`src/rtl/udp2fifoc.sv`:
```
// Command-path receive front end: stages one UDP command frame, validates length and
// header, replays it into fifoc and hands it to the parser over the fs/fd handshake.
module udp2fifoc #(
    parameter int FRAME_LEN = 12
) (
    input  logic       clk,
    input  logic       rst_n,
    input  logic       udp_rxv,
    input  logic [7:0] udp_rxd,
    input  logic       udp_rxl,
    output logic       fifoc_txen,
    output logic [7:0] fifoc_txd,
    input  logic       fifoc_full,
    output logic       fs,
    input  logic       fd,
    input  logic       cs_err,
    output logic       err,
    output logic [7:0] drop_cnt
);

    typedef enum logic [3:0] {
        IDLE, RECV, CHEK, DROP, LOAD, GAP, SEND, HOLD, ERR
    } state_t;

    localparam logic [4:0] FL     = 5'(FRAME_LEN);
    localparam logic [4:0] FL_OVF = 5'(FRAME_LEN + 1);

    state_t      state_q, state_d;
    logic [4:0]  cnt_q, cnt_d;
    logic [4:0]  rd_q, rd_d;
    logic        skip_q, skip_d;
    logic [7:0]  drop_q, drop_d;
    logic        txen_q, txen_d;
    logic [7:0]  txd_q, txd_d;
    logic [7:0]  mem_q [16];
    logic        wr_en;
    logic [3:0]  wr_idx;
    logic [1:0]  drop_inc;
    logic        busy;

    function automatic logic [7:0] sat_add(input logic [7:0] base, input logic [1:0] inc);
        logic [8:0] sum;
        sum = {1'b0, base} + {7'd0, inc};
        return sum[8] ? 8'hFF : sum[7:0];
    endfunction

    // Any state between frame capture and handshake completion rejects new datagrams.
    assign busy = (state_q == CHEK) || (state_q == DROP) || (state_q == LOAD) ||
                  (state_q == GAP)  || (state_q == SEND) || (state_q == HOLD);

    always_comb begin
        state_d  = state_q;
        cnt_d    = cnt_q;
        rd_d     = rd_q;
        skip_d   = skip_q;
        txen_d   = 1'b0;
        txd_d    = txd_q;
        wr_en    = 1'b0;
        wr_idx   = cnt_q[3:0];
        drop_inc = 2'd0;

        if (busy && udp_rxv) begin
            if (udp_rxl) begin
                drop_inc = 2'd1;
                skip_d   = 1'b0;
            end else begin
                skip_d   = 1'b1;
            end
        end

        unique case (state_q)
            IDLE: begin
                if (skip_q) begin
                    if (udp_rxv && udp_rxl) skip_d = 1'b0;
                end else if (udp_rxv) begin
                    wr_en   = 1'b1;
                    wr_idx  = 4'd0;
                    cnt_d   = 5'd1;
                    state_d = udp_rxl ? CHEK : RECV;
                end
            end
            RECV: begin
                if (udp_rxv) begin
                    wr_en = (cnt_q < FL);
                    if (cnt_q != FL_OVF) cnt_d = cnt_q + 5'd1;
                    if (udp_rxl) state_d = CHEK;
                end
            end
            CHEK: begin
                if (cnt_q == FL && mem_q[0] == 8'h55 && mem_q[1] == 8'hAA) begin
                    state_d = LOAD;
                    rd_d    = 5'd0;
                end else begin
                    state_d = DROP;
                end
            end
            DROP: begin
                drop_inc = drop_inc + 2'd1;
                state_d  = IDLE;
            end
            // The write for the last byte is still on the output when LOAD exits.
            LOAD: begin
                if (rd_q == FL) begin
                    state_d = GAP;
                end else if (!fifoc_full) begin
                    txen_d = 1'b1;
                    txd_d  = mem_q[rd_q[3:0]];
                    rd_d   = rd_q + 5'd1;
                end
            end
            GAP:  state_d = SEND;
            SEND: begin
                if (cs_err)  state_d = ERR;
                else if (fd) state_d = HOLD;
            end
            HOLD: begin
                if (!fd) state_d = IDLE;
            end
            ERR:  state_d = ERR;
            default: state_d = IDLE;
        endcase

        drop_d = (state_q == ERR) ? drop_q : sat_add(drop_q, drop_inc);
    end

    always_ff @(posedge clk or negedge rst_n) begin
        if (!rst_n) begin
            state_q <= IDLE;
            cnt_q   <= 5'd0;
            rd_q    <= 5'd0;
            skip_q  <= 1'b0;
            drop_q  <= 8'd0;
            txen_q  <= 1'b0;
            txd_q   <= 8'd0;
        end else begin
            state_q <= state_d;
            cnt_q   <= cnt_d;
            rd_q    <= rd_d;
            skip_q  <= skip_d;
            drop_q  <= drop_d;
            txen_q  <= txen_d;
            txd_q   <= txd_d;
        end
    end

    // Frame storage is pure data; its contents are only trusted after CHEK.
    always_ff @(posedge clk) begin
        if (wr_en) mem_q[wr_idx] <= udp_rxd;
    end

    assign fifoc_txen = txen_q;
    assign fifoc_txd  = txd_q;
    assign fs         = (state_q == SEND);
    assign err        = (state_q == ERR);
    assign drop_cnt   = drop_q;

endmodule

```
`config.mk`:
```
export PLATFORM = sky130hd
export DESIGN_NAME = udp2fifoc
export DESIGN_NICKNAME = d
export VERILOG_FILES = /design/src/rtl/udp2fifoc.sv
export SDC_FILE = /design/constraint.sdc
export NUM_CORES = 1
export LEC_CHECK = 0
export ABC_AREA = 1
export CORE_MARGIN = 2
export CORE_UTILIZATION = 38
export CTS_BUF_LIST = sky130_fd_sc_hd__clkbuf_16
export DETAILED_ROUTE_END_ITERATION = 10
export PLACE_DENSITY = 0.62
export SYNTH_ARGS = -nofsm -noshare
export SYNTH_HDL_FRONTEND = slang
export SYNTH_SLANG_ARGS = --single-unit
```
`constraint.sdc`:
```
create_clock -name clk -period 2.7 [get_ports clk]
set_input_delay 0.54 -clock clk [delete_from_list [all_inputs] [get_ports clk]]
set_output_delay 0.54 -clock clk [all_outputs]
set_load 0.05 [all_outputs]
```
* Yosys cells after proc, flatten, opt, wreduce, memory -nomap -nowiden
Memories as Yosys holds them, arrays and structs flattened. A register that Yosys moved wholly into a read port is not among the register bits. Index checks and enable logic that the tools add are counted. Widths: inputs -> output; s select.
Word-level totals: register bits 24, RAM bits 128, input bits 15, logic and storage cells 96, memories kept 1
Memories:
- mem_q | depth 16, width 8, rd ports 3, clocked after Yosys merged registers in 1, write ports 1, RTL line 35 | logic [7:0] mem_q [16];
Operators by class: $add $sub $neg 4, $lt $le $gt $ge 1, equal/unequal tests 24, muxes and demuxes 41, bitwise operators 2, reductions and logical operators 17
Operators with widths (count):
- $mux 4 | 11
- $mux 5 | 7
- $pmux 4 s8 | 1
- $pmux 5 s2 | 2
- $eq 4x3->1 const B | 4
- $ne 2x2->1 const B | 8
- $mux 1 | 15
- $add 5x1->5 const B | 2
- $eq 5x4->1 const B | 2
- $add 8x2->9 | 1
- $eq 4x2->1 const B | 2
- $eq 8x7->1 const B | 1
- $eq 8x8->1 const B | 1
- $mux 8 | 1
- $reduce_and 7->1 | 1
- $logic_or 1x1->1 | 5
- $lt 5x4->1 const B | 1
- $ne 5x4->1 const B | 1
- $reduce_and 5->1 | 1
- $eq 4x1->1 const B | 1
- $eq 4x4->1 const B | 1
- $logic_and 1x1->1 | 4
- $logic_not 4->1 | 1
- $mux 2 | 2
- 10 further kinds | 13

* Longest topological paths before layout
depth in word-level cells 12, depth in mapped cells 14, mapped depth without buffers 13

* Worst setup path before layout
OpenSTA, ideal clock, no wires.
path type reg2reg, start reg state_q[2], end reg drop_q[6] (netlist: drop_cnt[6]), arrival time 2158 ps, data required time 2617 ps, setup slack 459 ps, stages on the path, launching flop included 14, buffers on the path 0, cell sequence dfrtp_1 inv_1 nand2_1 nand3_1 nor2_1 ha_1 ha_1 inv_1 fa_1 nor2_1 nand3_1 nor2_1 o21ai_0 o21ai_0
Between the ends: longest elaborated chain between the ends 12, elaborated cells on any way between the ends 18, those cells by class add/sub (2); eq/ne (7); mux (3); reduce/logical (6)
RTL lines:
- start, declared | RTL line 28 | state_t state_q, state_d;
- start signal, assigned | RTL line 136 | state_q <= state_d;
- $eq 4x2->1 (on tied branches) | RTL line 48, 71
- $logic_or 1x1->1 (3 in a row) | RTL line 48 | assign busy = (state_q == CHEK) || (state_q == DROP) || (state_q == LOAD) ||
- $logic_or 1x1->1 (2 in a row) | RTL line 49 | (state_q == GAP) || (state_q == SEND) || (state_q == HOLD);
- $logic_and 1x1->1 | RTL line 62 | if (busy && udp_rxv) begin
- $mux 1 | RTL line 62
- $add 2x1->2 | RTL line 98 | drop_inc = drop_inc + 2'd1;
- $mux 2 | RTL line 71 | unique case (state_q)
- $add 8x2->9 | RTL line 43 | sum = {1'b0, base} + {7'd0, inc};
- $mux 8 | RTL line 44 | return sum[8] ? 8'hFF : sum[7:0];
- end signal, assigned | RTL line 140 | drop_q <= drop_d;
- end, declared | RTL line 32 | logic [7:0] drop_q, drop_d;
Parallel ways exist; a longest one is shown, timed or not. A chain may end at the register's enable or synchronous reset.

* Worst setup path after layout
start reg state_q[3], end out fs
Between the ends: longest elaborated chain between the ends 1
RTL lines:
- $eq 4x3->1 | RTL line 153 | assign fs = (state_q == SEND);
- end, declared | RTL line 14 | output logic fs,
No other way between the ends.

==> qor.txt <==
TIMING
-------------------------------------------------------------------------------------
Setup slack after layout ...............................................       307 ps
Fmax achieved ..........................................................    0.418 GHz
Worst slew pin tran ....................................................       791 ps
Endpoints failing setup ................................................            0
Relative slew slack ....................................................        47.3%
Unrepaired setup endpoints after global routing ........................        false
Worst hold slack .......................................................       527 ps
Post-Route Skew ........................................................      5.53 ps
Final Slew Violations ..................................................            0
Period minus WS final ..................................................      2390 ps
Final hold violations ..................................................            0
Final clock period utilization by the worst path .......................        88.6%

GRT
-------------------------------------------------------------------------------------
Global-route wire length before repair .................................     26500 µm
Largest net degree at the start of global routing ......................           69
Overflow left after global routing .....................................            0
Overall Global Routing Usage ...........................................        16.1%
Initial antenna violation count ........................................            0
Vias in the first global route .........................................         5266

FLOW RUN
-------------------------------------------------------------------------------------
Max-capacitance violation count ........................................            0

PLACED DESIGN
-------------------------------------------------------------------------------------
Global placement routability congestion ................................        0.809
Post-Place Setup Slack .................................................     -79.3 ps
Placed wire-length estimate after detailed placement ...................     10500 µm
Placed inst area .......................................................     8460 µm²
Port Buffer Count ......................................................           33

PWR
-------------------------------------------------------------------------------------
Portion of total power attributed to sequential cells ..................        52.0%
Maximum VDD drop .......................................................   0.000413 V
Sw Ratio ...............................................................        21.1%
Cell internal pwr ......................................................      4.14 mW
Power density over the cells ...........................................   579 nW/µm²
NetSw ..................................................................      1.10 mW
Leak ...................................................................      4.05 nW
Total power consumption of the routed design ...........................      5.24 mW
Clock power share ......................................................        45.0%
Relative contribution of combinational cells to total power ............         2.9%

SYNTH
-------------------------------------------------------------------------------------
Post-synth design cell area ............................................     7650 µm²
Post-Syn Instances .....................................................          830
Yosys warns ............................................................            0
Synth Register Bits ....................................................          160
Fraction of the yosys area taken by sequential cells ...................        60.7%
Mean post-synth cell area ..............................................     9.21 µm²
Synth unique cells .....................................................           36

CLOCK NETWORK
-------------------------------------------------------------------------------------
Clock latency on the worst-skew pair ...................................       420 ps
Clock tree sinks .......................................................          160
Number of buffers created by CTS .......................................           17
CTS HTree Levels .......................................................            4
CTS max path bufs ......................................................            2
Setup Fix Bufs, Post-CTS ...............................................            0
Clock-pin transition on the worst setup and hold timing paths ..........        60 ps
TritonCTS clock tree ...................................................        built
Clock root buffer ......................................................    clkbuf_16
Hold-fix buffers at CTS ................................................            0

FINISH
-------------------------------------------------------------------------------------
Fraction of final layout cells sized beyond drive strength 1 ...........        9.84%
Net count reported at finish ...........................................          936
Layout-stage area growth over the synthesis result .....................        18.4%
Final standard cell utilization of the core ............................        46.2%
Post-route cell area ...................................................     9050 µm²
Filler cell count ......................................................         1866
Area taken by multi-input logic gates ..................................     2440 µm²
Total area of sequential cells .........................................     4650 µm²
Diodes inserted ........................................................            0

FLOORPLANNING
-------------------------------------------------------------------------------------
Area of the die ........................................................    21300 µm²
Floorplan die width ....................................................       146 µm
Initial core utilization ...............................................        39.0%
Die Ht .................................................................       146 µm
Core Footprint .........................................................    19600 µm²
Ports ..................................................................           34
Rows ...................................................................           51

ROUTE
-------------------------------------------------------------------------------------
Routed Antenna Nets ....................................................            0
Drt pass-1 iters .......................................................            4
Aggregate routed wire length ...........................................     16300 µm
DRC violations left ....................................................            0
Wire length per cell after detailed routing ............................      13.7 µm
Via count of the routed design .........................................         5420
Average via count per standard cell ....................................         4.55
Count of routing violations after the opening detailed-route iteration .          397

SETUP PATH
-------------------------------------------------------------------------------------
Worst path cell trace .................................................. inv_2, nand2_2, nor2_1, dlygate4sd2_1
Arrival time at the worst endpoint .....................................      1850 ps
Category of the most critical setup path ...............................      reg2out
Data required, critical path ...........................................      2160 ps
Launching point of the worst reg2reg path .............................. state_q[2]$_DFFE_PN0P_
Worst Reg2Reg Path Length in Cells .....................................           13
CP max-delay cell ...................................................... dlygate4sd2_1
Kind of end point of the critical path .................................   output pin
Largest stage delay, worst path ........................................       560 ps
CP Capture Point .......................................................           fs
Worst setup path start ................................................. state_q[3]$_DFFE_PN0P_
Launching element type of the critical path ............................    flip-flop
Reg-to-reg endpoint .................................................... drop_cnt[6]$_DFFE_PN0N_
Crit-path max FO .......................................................            4
Reg2Reg Setup Slack ....................................................       360 ps

OUTCOME
-------------------------------------------------------------------------------------
Result of the run ......................................................    completed

WORST HOLD PATH
-------------------------------------------------------------------------------------
Worst hold-check path type .............................................     in2async

flip-flops by register name, summed over array words and instances, names as in the netlist:
name / flops
cnt_q: 5
drop_cnt: 8
fifoc_txd: 8
fifoc_txen: 1
mem_q: 128
rd_q: 5
skip_q: 1
state_q: 4
power groups by stage:
| stage | Sequential (mW) | Clock, mW | Combinational (mW) |
|---|---|---|---|
| after floorplan | 2.80 | 0 | 0.0474 |
| after global placement | 2.78 | 0 | 0.154 |
| after detailed placement | 2.78 | 0 | 0.154 |
| after CTS | 2.73 | 2.40 | 0.156 |
| after global routing | 2.73 | 2.50 | 0.173 |
| final | 2.73 | 2.36 | 0.154 |
what timing repair did:
item                       CTS  global route
setup endpoints to repair    1             1
pin swaps                    0             0
resized for setup            1             1
placed cells by master (no fill, tap or decap), types with 17 or more instances in the layout:
master and count:
inv_1 133, nand2_1 240, edfxtp_1 128, buf_4 25
conb_1 32, clkbuf_16 17, clkdlybuf4s50_1 31, dfrtp_1 31
nor2_1 77, nand3_1 116
how the worst min path moves through the flow:
stage                   startpoint                       to  slack [ps]  cells after the start
2_1_floorplan                rst_n     cnt_q[0]$_DFFE_PN0P_         240                      0
3_3_place_gp   rd_q[4]$_DFFE_PN0P_      rd_q[4]$_DFFE_PN0P_         540                      2
3_5_place_dp   rd_q[4]$_DFFE_PN0P_      rd_q[4]$_DFFE_PN0P_         550                      2
4_1_cts                      rst_n  drop_cnt[7]$_DFFE_PN0N_         530                      2
5_1_grt                      rst_n  drop_cnt[7]$_DFFE_PN0N_         560                      2
6_report                     rst_n  drop_cnt[7]$_DFFE_PN0N_         530                      2
cells by family after synthesis:
group	Yosys count	synth area share, %
AND/OR/NAND/NOR	472	26.8
buffers and inverters	166	8.97
flip-flops	160	60.7
AO/OA/AOI/OAI	16	1.15
adder cells (fa/ha/maj)	9	1.57
XOR/XNOR	6	0.687
other	1	0.0490
worst max-delay path, delay by kind of cell, from the launching register on:
kind | cells | cell delay, ps
buffers and inverters | 2 | 690
flip-flops | 1 | 440
AND/OR/NAND/NOR | 2 | 310
synth_stat cells:
library cell	n	area share, %
buf_4	5	0.49
nand3_2	1	0.13
nor2_1	78	3.8
a221oi_1	1	0.11
buf_2	14	0.92
nand3b_1	3	0.29
a21oi_1	3	0.20
nand2_2	6	0.49
nand2_4	1	0.15
nor2_2	3	0.25
and2_1	1	0.082
dfrtp_1	32	10
buf_8	1	0.20
nor2_8	1	0.26
edfxtp_1	128	50
inv_2	6	0.29
conb_1	1	0.049
xnor2_1	1	0.11
xor2_1	5	0.57
inv_1	134	6.6
or2_2	9	0.74
ha_1	8	1.3
o21ai_1	2	0.13
buf_6	2	0.29
nand4_2	1	0.16
nand3_1	116	7.6
nor2_4	3	0.44
o211ai_1	1	0.098
clkbuf_1	3	0.15
buf_1	1	0.049
nand2_1	240	12
o21ai_0	8	0.52
nor3_1	5	0.33
fa_1	1	0.26
nand4_1	4	0.33
a31oi_1	1	0.082
stage by stage:
stage,instances,TNS (ps)
after floorplan,861,0
after global routing,1190,0
after detailed placement,1158,-299
after global placement,1158,-27.4
after CTS,1190,0
final,1190,0
cell type report:
class | count | area share (%)
clock buffer | 17 | 4.70
clock inverter | 15 | 1.77
inverter | 140 | 5.81
multi-input combinational | 535 | 26.9
sequential | 160 | 51.3
tap | 265 | 3.66
timing repair buffer | 58 | 5.82
metal layers:
| metal | global-route usage, % | part of all wire [%] |
|---|---|---|
| met1 | 20.5 | 45 |
| met2 | 27.4 | 49 |
| met3 | 3.20 | 4.0 |
| met4 | 5.74 | 2.1 |
| met5 | 0 | 0 |
Power figures use the tool's default switching activity.
